--- config.mk ---
export PLATFORM = sky130hd
export DESIGN_NAME = fetch_unit
export DESIGN_NICKNAME = d
export VERILOG_FILES = /design/src/rtl/fetch_unit.sv
export SDC_FILE = /design/constraint.sdc
export NUM_CORES = 1
export LEC_CHECK = 0
export ABC_AREA = 1
export ABC_CLOCK_PERIOD_IN_PS = 3200
export BUFFER_PORTS_ARGS = -buffer_cell sky130_fd_sc_hd__buf_2
export CELL_PAD_IN_SITES_DETAIL_PLACEMENT = 0
export CELL_PAD_IN_SITES_GLOBAL_PLACEMENT = 1
export CORE_MARGIN = 2
export CORE_UTILIZATION = 43
export DETAILED_ROUTE_END_ITERATION = 10
export PLACE_DENSITY_LB_ADDON = 0.1
export SLEW_MARGIN = 10
export SYNTH_ARGS = -nofsm -noshare
export SYNTH_HDL_FRONTEND = slang
export SYNTH_SLANG_ARGS = --single-unit
--- constraint.sdc ---
create_clock -name clk -period 3.2 [get_ports clk]
set_input_delay 0.32 -clock clk [delete_from_list [all_inputs] [get_ports clk]]
set_output_delay 0.32 -clock clk [all_outputs]
set_load 0.05 [all_outputs]
--- src/rtl/fetch_unit.sv ---
// Instruction-fetch stage: owns the fetch PC, issues 1-cycle-latency ROM reads and
// buffers PC-tagged instructions in a shift FIFO that feeds decode over valid/ready.
module fetch_unit #(
   parameter int unsigned ADDR_W    = 5,
   parameter int unsigned DATA_W    = 32,
   parameter int unsigned RESET_PC  = 0,
   parameter int unsigned BUF_DEPTH = 2
) (
   input  logic              clk,
   input  logic              rstN,
   input  logic              fetchEn,
   input  logic              jmp,
   input  logic [ADDR_W-1:0] jmpTarget,
   input  logic              branchTaken,
   input  logic [ADDR_W-1:0] branchPc,
   input  logic [ADDR_W-1:0] branchOffset,
   output logic              memReq,
   output logic [ADDR_W-1:0] memAddr,
   input  logic [DATA_W-1:0] memData,
   output logic              instrValid,
   output logic [DATA_W-1:0] instrOut,
   output logic [ADDR_W-1:0] instrPc,
   input  logic              instrReady
);

   localparam int unsigned CNT_W = $clog2(BUF_DEPTH + 1);
   localparam int unsigned OCC_W = CNT_W + 1;

   typedef struct packed {
      logic [ADDR_W-1:0] pc;
      logic [DATA_W-1:0] instr;
   } entry_t;

   logic [ADDR_W-1:0]    fetchPc;
   logic [ADDR_W-1:0]    retPc;
   logic                 inflight;
   entry_t               entry [BUF_DEPTH];
   logic [BUF_DEPTH-1:0] valid;

   logic                 pop;
   logic                 extRedirect;
   logic                 full;
   logic                 push;
   logic                 replay;
   logic                 redirect;
   logic                 reqIssue;
   logic                 placed;
   logic [ADDR_W-1:0]    branchTarget;
   logic [ADDR_W-1:0]    redirTarget;
   logic [CNT_W-1:0]     count;
   entry_t               entryNext [BUF_DEPTH];
   logic [BUF_DEPTH-1:0] validShift;
   logic [BUF_DEPTH-1:0] validNext;

   assign pop          = valid[0] & instrReady;
   assign extRedirect  = jmp | branchTaken;
   assign full         = valid[BUF_DEPTH-1];
   assign branchTarget = branchPc + ADDR_W'(1) + branchOffset;

   // A return that finds the FIFO full is dropped and refetched from its own PC.
   assign push     = inflight & ~extRedirect & (~full | pop);
   assign replay   = inflight & ~extRedirect & full & ~pop;
   assign redirect = extRedirect | replay;

   always_comb begin
      redirTarget = retPc;
      if (jmp) begin
         redirTarget = jmpTarget;
      end else if (branchTaken) begin
         redirTarget = branchTarget;
      end
   end

   always_comb begin
      count = '0;
      for (int i = 0; i < int'(BUF_DEPTH); i++) begin
         count = count + CNT_W'(valid[i]);
      end
   end

   assign reqIssue = fetchEn & ~redirect &
                     ((OCC_W'(count) + OCC_W'(inflight)) < (OCC_W'(BUF_DEPTH) + OCC_W'(pop)));

   // Shift FIFO: entry 0 is always the head, so the outputs come straight from registers.
   always_comb begin
      entryNext  = entry;
      validShift = valid;
      placed     = 1'b0;
      if (pop) begin
         for (int i = 0; i < int'(BUF_DEPTH) - 1; i++) begin
            entryNext[i]  = entry[i + 1];
            validShift[i] = valid[i + 1];
         end
         validShift[BUF_DEPTH-1] = 1'b0;
      end
      validNext = validShift;
      if (extRedirect) begin
         validNext = '0;
      end else if (push) begin
         for (int i = 0; i < int'(BUF_DEPTH); i++) begin
            if (!validShift[i] && !placed) begin
               entryNext[i].pc    = retPc;
               entryNext[i].instr = memData;
               validNext[i]       = 1'b1;
               placed             = 1'b1;
            end
         end
      end
   end

   always_ff @(posedge clk or negedge rstN) begin
      if (!rstN) begin
         fetchPc  <= ADDR_W'(RESET_PC);
         memReq   <= 1'b0;
         memAddr  <= ADDR_W'(RESET_PC);
         inflight <= 1'b0;
         retPc    <= '0;
         valid    <= '0;
         for (int i = 0; i < int'(BUF_DEPTH); i++) begin
            entry[i] <= '0;
         end
      end else begin
         memReq   <= reqIssue;
         inflight <= memReq & ~redirect;
         retPc    <= memAddr;
         valid    <= validNext;
         entry    <= entryNext;
         if (redirect) begin
            fetchPc <= redirTarget;
         end else if (reqIssue) begin
            memAddr <= fetchPc;
            fetchPc <= fetchPc + ADDR_W'(1);
         end
      end
   end

   assign instrValid = valid[0];
   assign instrOut   = entry[0].instr;
   assign instrPc    = entry[0].pc;

endmodule

### After elaboration in Yosys (flattened, before gate mapping)

Index checks and enable logic that the tools add are counted.
Widths: inputs -> output; s select.

* magnitude comparators: 1
* reductions and logical operators: 6
* bitwise logic cells: 15
* add/sub/neg operators: 6
* multiplexer cells: 16

Operators with widths (number)
* $mux 74: 2
* $mux 37: 3
* $mux 5: 4
* $add 5x1->5 const B: 2
* $and 1x1->1: 8
* $mux 2: 3
* $add 5x5->5: 1
* $mux 1: 4
* $not 1->1: 4
* $add 2x1->3: 1
* $add 2x1->3 const A: 1
* $lt 3x3->1: 1
* $or 1x1->1: 3
* $reduce_and 3->1: 1
* $add 1x1->2: 1
* $logic_not 1->1: 2
* $reduce_and 2->1: 1
* $reduce_bool 2->1: 1
* $logic_and 1x1->1: 1

* bits in registers: 93
* word-level logic and storage cells: 54

### Depth between registers and ports, before layout

Gate-level depths: netlist of run 1.

* word-level depth: 11
* mapped depth: 13
* mapped depth without buffers: 13

### Worst setup path before layout of run 1

No wires, ideal clock.

* kind: reg2reg
* start point: reg valid[0]
* end point: reg memAddr[0]
* path slack: 1.248 ns
* stages on the path, launching flop included: 9
* clock period less this slack: 1.952 ns
* required time: 3.077 ns
* library setup time: 0.123 ns
* arrival: 1.829 ns
* cell sequence: dfrtp_1 -> fa_1 -> o21ai_0 -> nand2_1 -> nor2_1 -> buf_4 -> inv_2 -> nand2_1 -> o21ai_1

* word-level cells in the longest chain between the ends: 8
* elaborated cells on any way between the ends: 12
* classes of those cells: add/sub: 3; order compare: 1; bitwise: 7; reduce/logical: 1

Ends and longest elaborated chain
* start: declaration: line 38 `logic [BUF_DEPTH-1:0] valid;`
* start signal: assignment: line 126 `valid <= validNext;`
* branches (longest 6 deep; another with $add 2x1->3)
* $and 1x1->1 *: line 81 `assign reqIssue = fetchEn & ~redirect &`
* named net reqIssue: line 46 `logic reqIssue;`
* $reduce_and 2->1 (no line) *
* end signal: assignment: line 115 `memAddr <= ADDR_W'(RESET_PC);`
* end signal: assignment: line 131 `memAddr <= fetchPc;`
* end: declaration: line 18 `output logic [ADDR_W-1:0] memAddr,`

Mark *: on every way through the listed nets, which the timed path passes.
A chain may end at the register's enable or synchronous reset.

### Worst setup path in the final report of run 1

* start point: reg valid[0]
* end point: reg entry[35] (netlist name)

* word-level cells in the longest chain between the ends: 8
* elaborated cells on any way between the ends: 11
* classes of those cells: mux: 4; bitwise: 3; reduce/logical: 4

Ends and longest elaborated chain
* $and 1x1->1: line 55 `assign pop = valid[0] & instrReady;`
* $mux 2: line 89 `if (pop) begin`
* $mux 1: line 101 `if (!validShift[i] && !placed) begin`
* $mux 1: line 99 `end else if (push) begin`
* $mux 1: line 97 `if (extRedirect) begin`
* $logic_not 1->1: line 101
* $logic_and 1x1->1: line 101
* $reduce_and 3->1 (no line) *
* end signal: assignment: line 127 `entry <= entryNext;`
* end: declaration: line 37 `entry_t entry [BUF_DEPTH];`

Mark *: on every way between the ends. The rest lies on a longest branch, timed or not. The select of a mux whose other input is x is not followed.

==> results.yml, run 1 <==
run_status:
  status: "finished, violations left"
  violations: "hold timing"
synthesis:
  ys_seq_area_share_pct: 52.4
  synth_top_area_share_pct: 52.4
  yosys-top-cells-count: "223 x nand2_1, 93 x dfrtp_1, 44 x nor2_1, 41 x buf_4, 37 x a31oi_1"
  synth_seq_cells: 93
  synthCells: 530
  async_reset_ff_share_pct: 100
  synth_edf_count: 0
  synth.lib_cells_used.distinct: 31
  synth_area_leaders: "dfrtp_1 52%, nand2_1 19%, buf_4 6.9%"
  yosysTopAreaCell: "dfrtp_1"
  syn_nets: 590
  avgSynthCellArea_um2: 8.38
  netlist_area_um2: 4440
  synth_ff_type: "dfrtp_1"
  yosysMostFrequentCell: "nand2_1"
  yosys_warnings: 0
critical_path:
  crit_chain: "nand2_1 > nand2_2 > nand3_2 > nor2_4 > inv_2 > nand2_1 > o21ai_1"
  cp_top_family: "simple AND/OR/NAND/NOR gates"
  crit_required_ps: 3420
  start_kind: "flip-flop"
  arrival_ps: 2540
  slowest_delay_ps: 620
  critPathMostFrequentCell: "nand2_1"
  path_buf_inv: 1
  crit_type: "flip-flop to flip-flop"
  slowest_stage: "nor2_4"
  critPathMaxFanout: 42
  ff2ff_setup_slack_ps: 880
  cp-end-kind: "flip-flop"
timing:
  rsz0062_at_grt: "false"
  setup_violations: 0
  finalHoldViolCount: 1
  finalCritPeriodShare_pct: 72.6
  worstMarginPinSlew_ps: 797
  finalWorstSetupSlack_ps: 878
  slew_violations: 0
  relSlewSlack_pct: 46.8
  period_needed_ps: 2320
  tns_ps: 0
  whs_ps: -1.24
  max_freq_mhz: 431
  fin_skew_ps: 6.88
drt:
  routedWlPerCell_um: 13.6
  routed_via_density: 4.75
  drt_iter0_markers: 223
  routed_wl_um: 9790
  first_pass_iters: 4
  ant_nets: 0
  drc_errors: 0
  num_vias: 3424
clock_tree:
  clkSinkCount: 93
  numCtsBuffers: 9
  cts_hold_buffers: 0
  ctsRootBufferMaster: "clkbuf_8"
  clock_path_buffers: 2
  cts_resized: 0
  post_cts_buffers: 0
  clk_latency_ps: 350
  clk_pin_slew_ps: 80
  htreeDepth: 3
  cts_tree: "done"
power:
  p_int_mw: 1.93
  pwr-share-seq_pct: 46.1
  clkPwrFrac_pct: 27.3
  pwr_density_cell_nw_per_um2: 613
  p_sw_mw: 1.08
  comb_power_share_pct: 26.6
  ir_drop_v: 0.000222
  leakage_nw: 2.67
  swShare_pct: 35.9
floorplanning:
  die-width_um: 106
  die-area_um2: 11200
  core_um2: 10200
  ioPinCount: 97
  num_rows: 37
  die_h_um: 106
  initial_core_util_pct: 43.6
run:
  maxCapViolCount: 0
global_route:
  grt_max_degree: 75
  grt_pass1_wl_um: 16300
  gr-usage-all-layers_pct: 18.5
  gr-total-overflow: 0
  grt_pass1_vias: 3314
  antenna_found_initial: 0
placed_design:
  hpwl_um: 6480
  port_buffers: 96
  pre_cts_ws_ps: 793
  routabilityCongestion: 0.787
worst_hold_path:
  hold_class: "input pin to async pin"
cells_and_area:
  nNetsFinal: 640
  final_layout_size_suffix_gt1_share_pct: 21.4
  area_growth_pct: 10.9
  antennaDiodeCount: 0
-- power by group through the flow --
stage	registers (mW)	logic [mW]	clock network [mW]
after floorplan	1.44	0.691	0
final	1.39	0.803	0.824
after CTS	1.40	0.812	0.853
after global placement	1.41	0.806	0
after detailed placement	1.42	0.810	0
after global routing	1.41	0.860	0.914
-- cells by family after synthesis --
family	share of synthesized area, %
AOI/OAI and AO/OA	8.20
xor gates and xnor gates	0.592
adders and majority gates	2.31
buffers and inverters	11.4
DFF	52.4
and+or+nand+nor	25.1
-- final cells by class --
| cell class | instances | area (um^2) |
|---|---|---|
| Fill cell | 1059 | 5260 |
| Timing Repair Buffer | 100 | 513 |
| Tap cell | 136 | 170 |
| Multi-Input combinational cell | 351 | 1610 |
| Clock inverter | 3 | 42.5 |
| Sequential cell | 93 | 2330 |
| Clock buffer | 13 | 169 |
| Inverter | 25 | 93.8 |
-- through the flow --
| stage | total power [mW] | utilization [%] | instance area [um^2] | cells | hold WS, ps |
|---|---|---|---|---|---|
| 2_1_floorplan | 2.13 | - | 4440 | 530 | 24.4 |
| 3_3_place_gp | 2.22 | 46.2 | 4710 | 705 | 387 |
| 3_5_place_dp | 2.23 | 46.2 | 4710 | 705 | 383 |
| 4_1_cts | 3.06 | 48.3 | 4920 | 721 | 14.3 |
| 5_1_grt | 3.19 | 48.3 | 4920 | 721 | 49.2 |
| 6_report | 3.02 | 48.3 | 4920 | 721 | -1.24 |
-- registers in the layout, summed over array words and instances, names as in the netlist --
name	cells
entry	37
fetchPc	5
inflight	1
instrOut	32
instrPc	5
memAddr	5
memReq	1
retPc	5
valid	2
-- metal layers --
layer	track usage, %	vias up	part of all wire [%]
met5	0	-	0
met4	7.33	0	0.66
met3	4.02	4	5.0
met2	29.4	80	46
met1	24.8	1597	49
li1	-	1743	-
-- worst paths after layout --
check / cells past startpoint / start / to
min in group clk: 3 / memData[23] / entry[23]
worst max-delay path: 7 / valid[0] / entry[35]
worst max register to register: 7 / valid[0] / entry[35]
worst min-delay path: 1 / rstN / instrOut[26]
worst min register to register: 0 / memAddr[1] / retPc[1]
max in group asynchronous: 2 / rstN / entry[1]
-- cells in the final DEF, fill, tap and decap left out, types with 2 or more instances in the layout --
master     Yosys  routed
nand2_1      223     223
buf_2         12      95
dfrtp_1       93      93
nor2_1        44      44
a31oi_1       37      37
inv_1         22      22
clkbuf_8       0      12
nand3_1        9       9
o21ai_1        6       6
a21oi_1        5       5
ha_1           5       5
buf_4         41       5
o21ai_0        4       4
inv_2          3       3
xor2_1         2       2
o2111ai_1      2       2
fa_1           2       2
-- worst reg2reg max path: stages (launching register included) --
cell and delay, ps:
dfrtp_1 440, nand2_1 120, nand2_2 130, nand3_2 110, nor2_4 620, inv_2 530, nand2_1 180, o21ai_1 70
(Power assumes the default switching activity.)
==> run 2: changes to the inputs <==
--- a/config.mk
+++ b/config.mk
@@ -5,8 +5,8 @@
 export SDC_FILE = /design/constraint.sdc
 export NUM_CORES = 1
 export LEC_CHECK = 0
-export ABC_AREA = 1
-export ABC_CLOCK_PERIOD_IN_PS = 3200
+export ABC_AREA = 0
+export ABC_CLOCK_PERIOD_IN_PS = 2400
 export BUFFER_PORTS_ARGS = -buffer_cell sky130_fd_sc_hd__buf_2
 export CELL_PAD_IN_SITES_DETAIL_PLACEMENT = 0
 export CELL_PAD_IN_SITES_GLOBAL_PLACEMENT = 1
==> constraint.sdc (replaced) <==
create_clock -name clk -period 2.4 [get_ports clk]
set_input_delay 0.24 -clock clk [delete_from_list [all_inputs] [get_ports clk]]
set_output_delay 0.24 -clock clk [all_outputs]
set_load 0.05 [all_outputs]
==> results.yml, run 2 <==
synthesis:
  synth_compound_area_share_pct: 7.49
  synth_area_leaders: "dfrtp_1 53%, mux2_2 9.5%, mux2i_1 8.9%"
  async_reset_ff_share_pct: 100
  synth_edf_count: 0
  synth-xor-area-share_pct: 1.60
  synth_seq_cells: 93
  yosys_warnings: 0
  syn_nets: 433
  synthAdderAreaFrac_pct: 2.35
  synth_ff_type: "dfrtp_1"
  ys_seq_area_share_pct: 53.2
  synthSimpleGateAreaFrac_pct: 6.49
  yosys-top-cells-count: "93 x dfrtp_1, 44 x a21oi_1, 44 x nor2_1, 41 x buf_4, 39 x mux2i_1"
  yosysMostFrequentCell: "dfrtp_1"
  synth_top_family_by_area: "multiplexers"
  avgSynthCellArea_um2: 11.7
  yosysTopAreaCell: "dfrtp_1"
  synth_top_area_share_pct: 53.2
  synthCells: 373
  synth.lib_cells_used.distinct: 32
  synthMuxAreaShare_pct: 19.7
  netlist_area_um2: 4370
power:
  comb_power_share_pct: 25.2
  swShare_pct: 33.6
  pwr_density_cell_nw_per_um2: 841
  clkPwrFrac_pct: 30.1
  finalPower_mw: 4.19
  ir_drop_v: 0.000358
  leakage_nw: 2.78
  p_sw_mw: 1.41
  p_int_mw: 2.78
  pwr-share-seq_pct: 44.7
floorplanning:
  die-area_um2: 11000
  num_rows: 36
  core_um2: 9820
  die-width_um: 105
  die_h_um: 105
  ioPinCount: 97
  initial_core_util_pct: 44.5
global_route:
  gr-usage-all-layers_pct: 15.4
  grt_pass1_vias: 2744
  grt_max_degree: 61
  gr-total-overflow: 0
  antenna_found_initial: 0
  grt_pass1_wl_um: 13600
placed_design:
  pre_cts_ws_ps: 325
  place_area_um2: 4730
  port_buffers: 96
  routabilityCongestion: 0.720
  dp_cells: 553
  hpwl_um: 5510
critical_path:
  cp_top_family: "adder cells"
  ff2ff_setup_slack_ps: 320
  start_kind: "flip-flop"
  r2r_start: "valid[0]"
  crit_path_start: "valid[0]"
  arrival_ps: 2320
  slowest_delay_ps: 490
  crit_required_ps: 2630
  worstReg2RegEnd: "memAddr[2]"
  path_buf_inv: 0
  crit_type: "flip-flop to flip-flop"
  cp.depth: 5
  reg2reg_depth: 5
  slowest_stage: "fa_1"
  crit_chain: "fa_1 > nand3b_1 > a21boi_2 > and2_1 > mux2_1"
  cp-end-kind: "flip-flop"
  critPathMaxFanout: 7
worst_hold_path:
  min_from: "memData[7]"
  whs_endpoint: "entry[7]"
  min_path_cells: 2
  hold_class: "input pin to flip-flop"
cells_and_area:
  nFillCells: 953
  final_layout_size_suffix_gt1_share_pct: 36.7
  nNetsFinal: 492
  final_cell_mix: "95 x buf_2, 93 x dfrtp_1, 44 x a21oi_1, 44 x nor2_1, 39 x mux2i_1"
  final_util_pct: 50.8
  regMostFlops: "entry"
  stdcell_count: 569
  largest_register_ffs: 37
  layout_commonest_cell: "buf_2"
  postLayoutCellArea_um2: 4980
  antennaDiodeCount: 0
  area_growth_pct: 13.9
timing:
  setup_violations: 0
  tns_ps: 0
  finalHoldViolCount: 0
  worstMarginPinSlew_ps: 708
  fin_skew_ps: 10.5
  finalWorstSetupSlack_ps: 318
  rsz0062_at_grt: "false"
  whs_ps: 135
  max_freq_mhz: 480
  slew_violations: 0
  finalCritPeriodShare_pct: 86.7
  period_needed_ps: 2080
  relSlewSlack_pct: 52.8
clock_tree:
  htreeDepth: 3
  post_cts_buffers: 0
  clk_latency_ps: 340
  clk_pin_slew_ps: 90
  clock_path_buffers: 2
  numCtsBuffers: 9
  cts_resized: 0
  cts_tree: "done"
  clkSinkCount: 93
  ctsRootBufferMaster: "clkbuf_8"
  cts_hold_buffers: 1
drt:
  num_vias: 2764
  routed_via_density: 4.86
  drc_errors: 0
  drt_iter0_markers: 102
  ant_nets: 0
  routed_wl_um: 8240
  first_pass_iters: 4
  routedWlPerCell_um: 14.5
run_status:
  status: "complete, no violations"
run:
  maxCapViolCount: 0
-- run 2: cell types whose count changed in the layout (fill, tap and decap cells not counted), moves of 4 or more --
cell      before  now
nand2_1      223    2
a21oi_1        5   44
mux2i_1        0   39
a31oi_1       37    0
mux2_2         0   37
inv_1         22    6
nand3_1        9    1
a211oi_1       0    6
o21ai_1        6    0
mux2_1         0    5
nand2b_1       0    4
-- run 2: cell families (layout without fill, tap and decap cells) --
| kind of cell | after synthesis | after routing |
|---|---|---|
| multiplexers | 81 | 81 |
| flip-flops | 93 | 93 |
| adder cells (fa/ha/maj) | 7 | 7 |
| AO/OA/AOI/OAI | 57 | 57 |
| XOR/XNOR | 8 | 8 |
| buffers and inverters | 63 | 126 |
| AND/OR/NAND/NOR | 64 | 64 |
-- run 2: per-layer routing --
metal | track usage (%) | vias to the layer above | wire (um)
met1 | 20.3 | 1328 | 3800
met5 | 0 | - | 0
met4 | 5.71 | 0 | 109
met2 | 25.2 | 61 | 3930
li1 | - | 1366 | -
met3 | 3.12 | 9 | 404
-- run 2: worst max path at each step --
stage	end
CTS	memAddr[2]
detailed placement	memAddr[2]
global placement	memAddr[0]
global route	memAddr[2]
finish	memAddr[2]
floorplan	memAddr[0]
-- run 2: worst register-to-register path, delay by kind of cell, from the launching register on --
family,cells,cell delay (ps)
simple gates,2,480
compound gates,1,180
flops,1,470
fa+ha+maj,1,490
mux,1,360
-- run 2: final cells by class --
type / count / area [um^2] / share of cell area [%]
well taps: 133 / 166 / 3.34
clock inverters: 4 / 95.1 / 1.91
multi-input cells: 217 / 1660 / 33.2
clock buffers: 11 / 151 / 3.04
inverters: 6 / 22.5 / 0.452
repair buffers: 105 / 566 / 11.3
flip-flops and latches: 93 / 2330 / 46.7
-- run 2: power by group through the flow --
stage / sequential (mW) / clock (mW) / combinational (mW)
floorplan: 1.96 / 0 / 0.877
global placement: 1.91 / 0 / 1.06
CTS: 1.88 / 1.31 / 1.07
global route: 1.90 / 1.36 / 1.13
detailed placement: 1.91 / 0 / 1.07
finish: 1.87 / 1.26 / 1.06
==> run 3: changes to the inputs <==
--- a/config.mk
+++ b/config.mk
@@ -13,6 +13,7 @@
 export CORE_MARGIN = 2
 export CORE_UTILIZATION = 43
 export DETAILED_ROUTE_END_ITERATION = 10
+export GPL_TIMING_DRIVEN = 0
 export PLACE_DENSITY_LB_ADDON = 0.1
 export SLEW_MARGIN = 10
 export SYNTH_ARGS = -nofsm -noshare
==> results.yml, run 3 (synthesis results as in run 2) <==
run_status:
  status: "complete, no violations"
cells_and_area:
  antennaDiodeCount: 0
  nNetsFinal: 542
  area_growth_pct: 20.9
  layout_commonest_cell: "buf_2"
  final_cell_mix: "102 x buf_2, 93 x dfrtp_1, 44 x a21oi_1, 44 x nor2_1, 42 x buf_4"
  final_layout_size_suffix_gt1_share_pct: 40.9
  regMostFlops: "entry"
  largest_register_ffs: 37
  stdcell_count: 620
timing:
  rsz0062_at_grt: "false"
  finalCritPeriodShare_pct: 92.3
  worstMarginPinSlew_ps: 573
  setup_violations: 0
  finalHoldViolCount: 0
  max_freq_mhz: 451
  tns_ps: 0
  fin_skew_ps: 8.99
  relSlewSlack_pct: 61.8
  period_needed_ps: 2220
  slew_violations: 0
critical_path:
  crit_required_ps: 2630
  critPathMaxFanout: 7
  crit_type: "flip-flop to flip-flop"
  cp.depth: 6
  path_buf_inv: 1
  reg2reg_depth: 6
  cp_top_family: "adder cells"
  slowest_delay_ps: 490
  cp-end-kind: "flip-flop"
  crit_chain: "fa_1 > nand3b_1 > a21boi_2 > and2_1 > buf_4 > mux2_1"
  arrival_ps: 2440
  start_kind: "flip-flop"
  slowest_stage: "fa_1"
power:
  p_int_mw: 2.80
  comb_power_share_pct: 28.8
  clkPwrFrac_pct: 26.9
  swShare_pct: 33.9
  ir_drop_v: 0.000460
  pwr-share-seq_pct: 44.2
  p_sw_mw: 1.44
  pwr_density_cell_nw_per_um2: 801
  leakage_nw: 2.97
placed_design:
  routabilityCongestion: 0.762
  dp_cells: 603
  hpwl_um: 6240
  port_buffers: 96
drt:
  ant_nets: 0
  first_pass_iters: 4
  routed_wl_um: 8620
  num_vias: 2959
  drt_iter0_markers: 79
  routed_via_density: 4.77
  drc_errors: 0
  routedWlPerCell_um: 13.9
floorplanning:
  core_um2: 9820
  die_h_um: 105
  die-area_um2: 11000
  die-width_um: 105
  ioPinCount: 97
  initial_core_util_pct: 44.5
  num_rows: 36
clock_tree:
  htreeDepth: 3
  clkSinkCount: 93
  clock_path_buffers: 2
  cts_resized: 0
  cts_tree: "done"
  clk_pin_slew_ps: 90
  clk_latency_ps: 340
  numCtsBuffers: 9
  post_cts_buffers: 0
  ctsRootBufferMaster: "clkbuf_8"
global_route:
  gr-usage-all-layers_pct: 16.9
  gr-total-overflow: 0
  grt_pass1_vias: 3005
  grt_pass1_wl_um: 14700
  antenna_found_initial: 0
  grt_max_degree: 51
worst_hold_path:
  hold_class: "input pin to flip-flop"
  min_path_cells: 2
run:
  maxCapViolCount: 0
==> run 3: path summary, 6_finish.rpt <==
check / start / end / slack [ps]
setup / recovery: valid[0] / memAddr[0] / 180
hold / removal: memData[31] / entry[31] / 140
setup reg to reg: valid[0] / memAddr[0] / 180
hold reg to reg: memAddr[0] / retPc[0] / 400
max in group asynchronous: rstN / instrOut[5] / 1320
min in group asynchronous: rstN / instrOut[20] / 440
==> run 3: cell type report <==
| class | count | area, um^2 |
|---|---|---|
| clock inverters | 5 | 83.8 |
| repair buffers | 98 | 520 |
| well taps | 133 | 166 |
| inverters | 6 | 22.5 |
| flip-flops and latches | 93 | 2330 |
| multi-input cells | 217 | 1650 |
| clock buffers | 11 | 141 |
| plain buffers | 57 | 377 |
| fillers | 942 | 4530 |
==> run 3: power groups by stage <==
stage | Combinational, mW | Sequential (mW) | Clock, mW
after floorplan | 0.877 | 1.96 | 0
after global placement | 1.22 | 1.90 | 0
after detailed placement | 1.23 | 1.91 | 0
after CTS | 1.24 | 1.88 | 1.19
after global routing | 1.31 | 1.91 | 1.25
final | 1.22 | 1.87 | 1.14
==> run 3: timing repair <==
action                                  4_1_cts  5_1_grt
hold buffers                                  1        0
endpoints found under the setup margin        0        0
hold endpoints to repair                     43        0
==> run 3: per-stage QoR <==
stage | setup slack (ps) | util [%] | area, um^2 | hold slack (ps) | total power, mW
6_report | 184 | 53.8 | 5290 | 136 | 4.24
5_1_grt | 70.0 | 53.8 | 5290 | 112 | 4.46
4_1_cts | 169 | 53.8 | 5290 | 119 | 4.30
3_5_place_dp | 181 | 51.4 | 5050 | 284 | 3.14
3_3_place_gp | 147 | 51.1 | 5020 | 377 | 3.12
2_1_floorplan | 45.5 | - | 4370 | -55.6 | 2.84
==> run 3: routing by layer <==
layer | wire length, um | share of wire, % | GRT usage [%]
met4 | 76 | 0.88 | 3.43
met3 | 434 | 5.0 | 4.43
met5 | 0 | 0 | 0
met2 | 4280 | 50 | 29.0
met1 | 3830 | 44 | 21.7
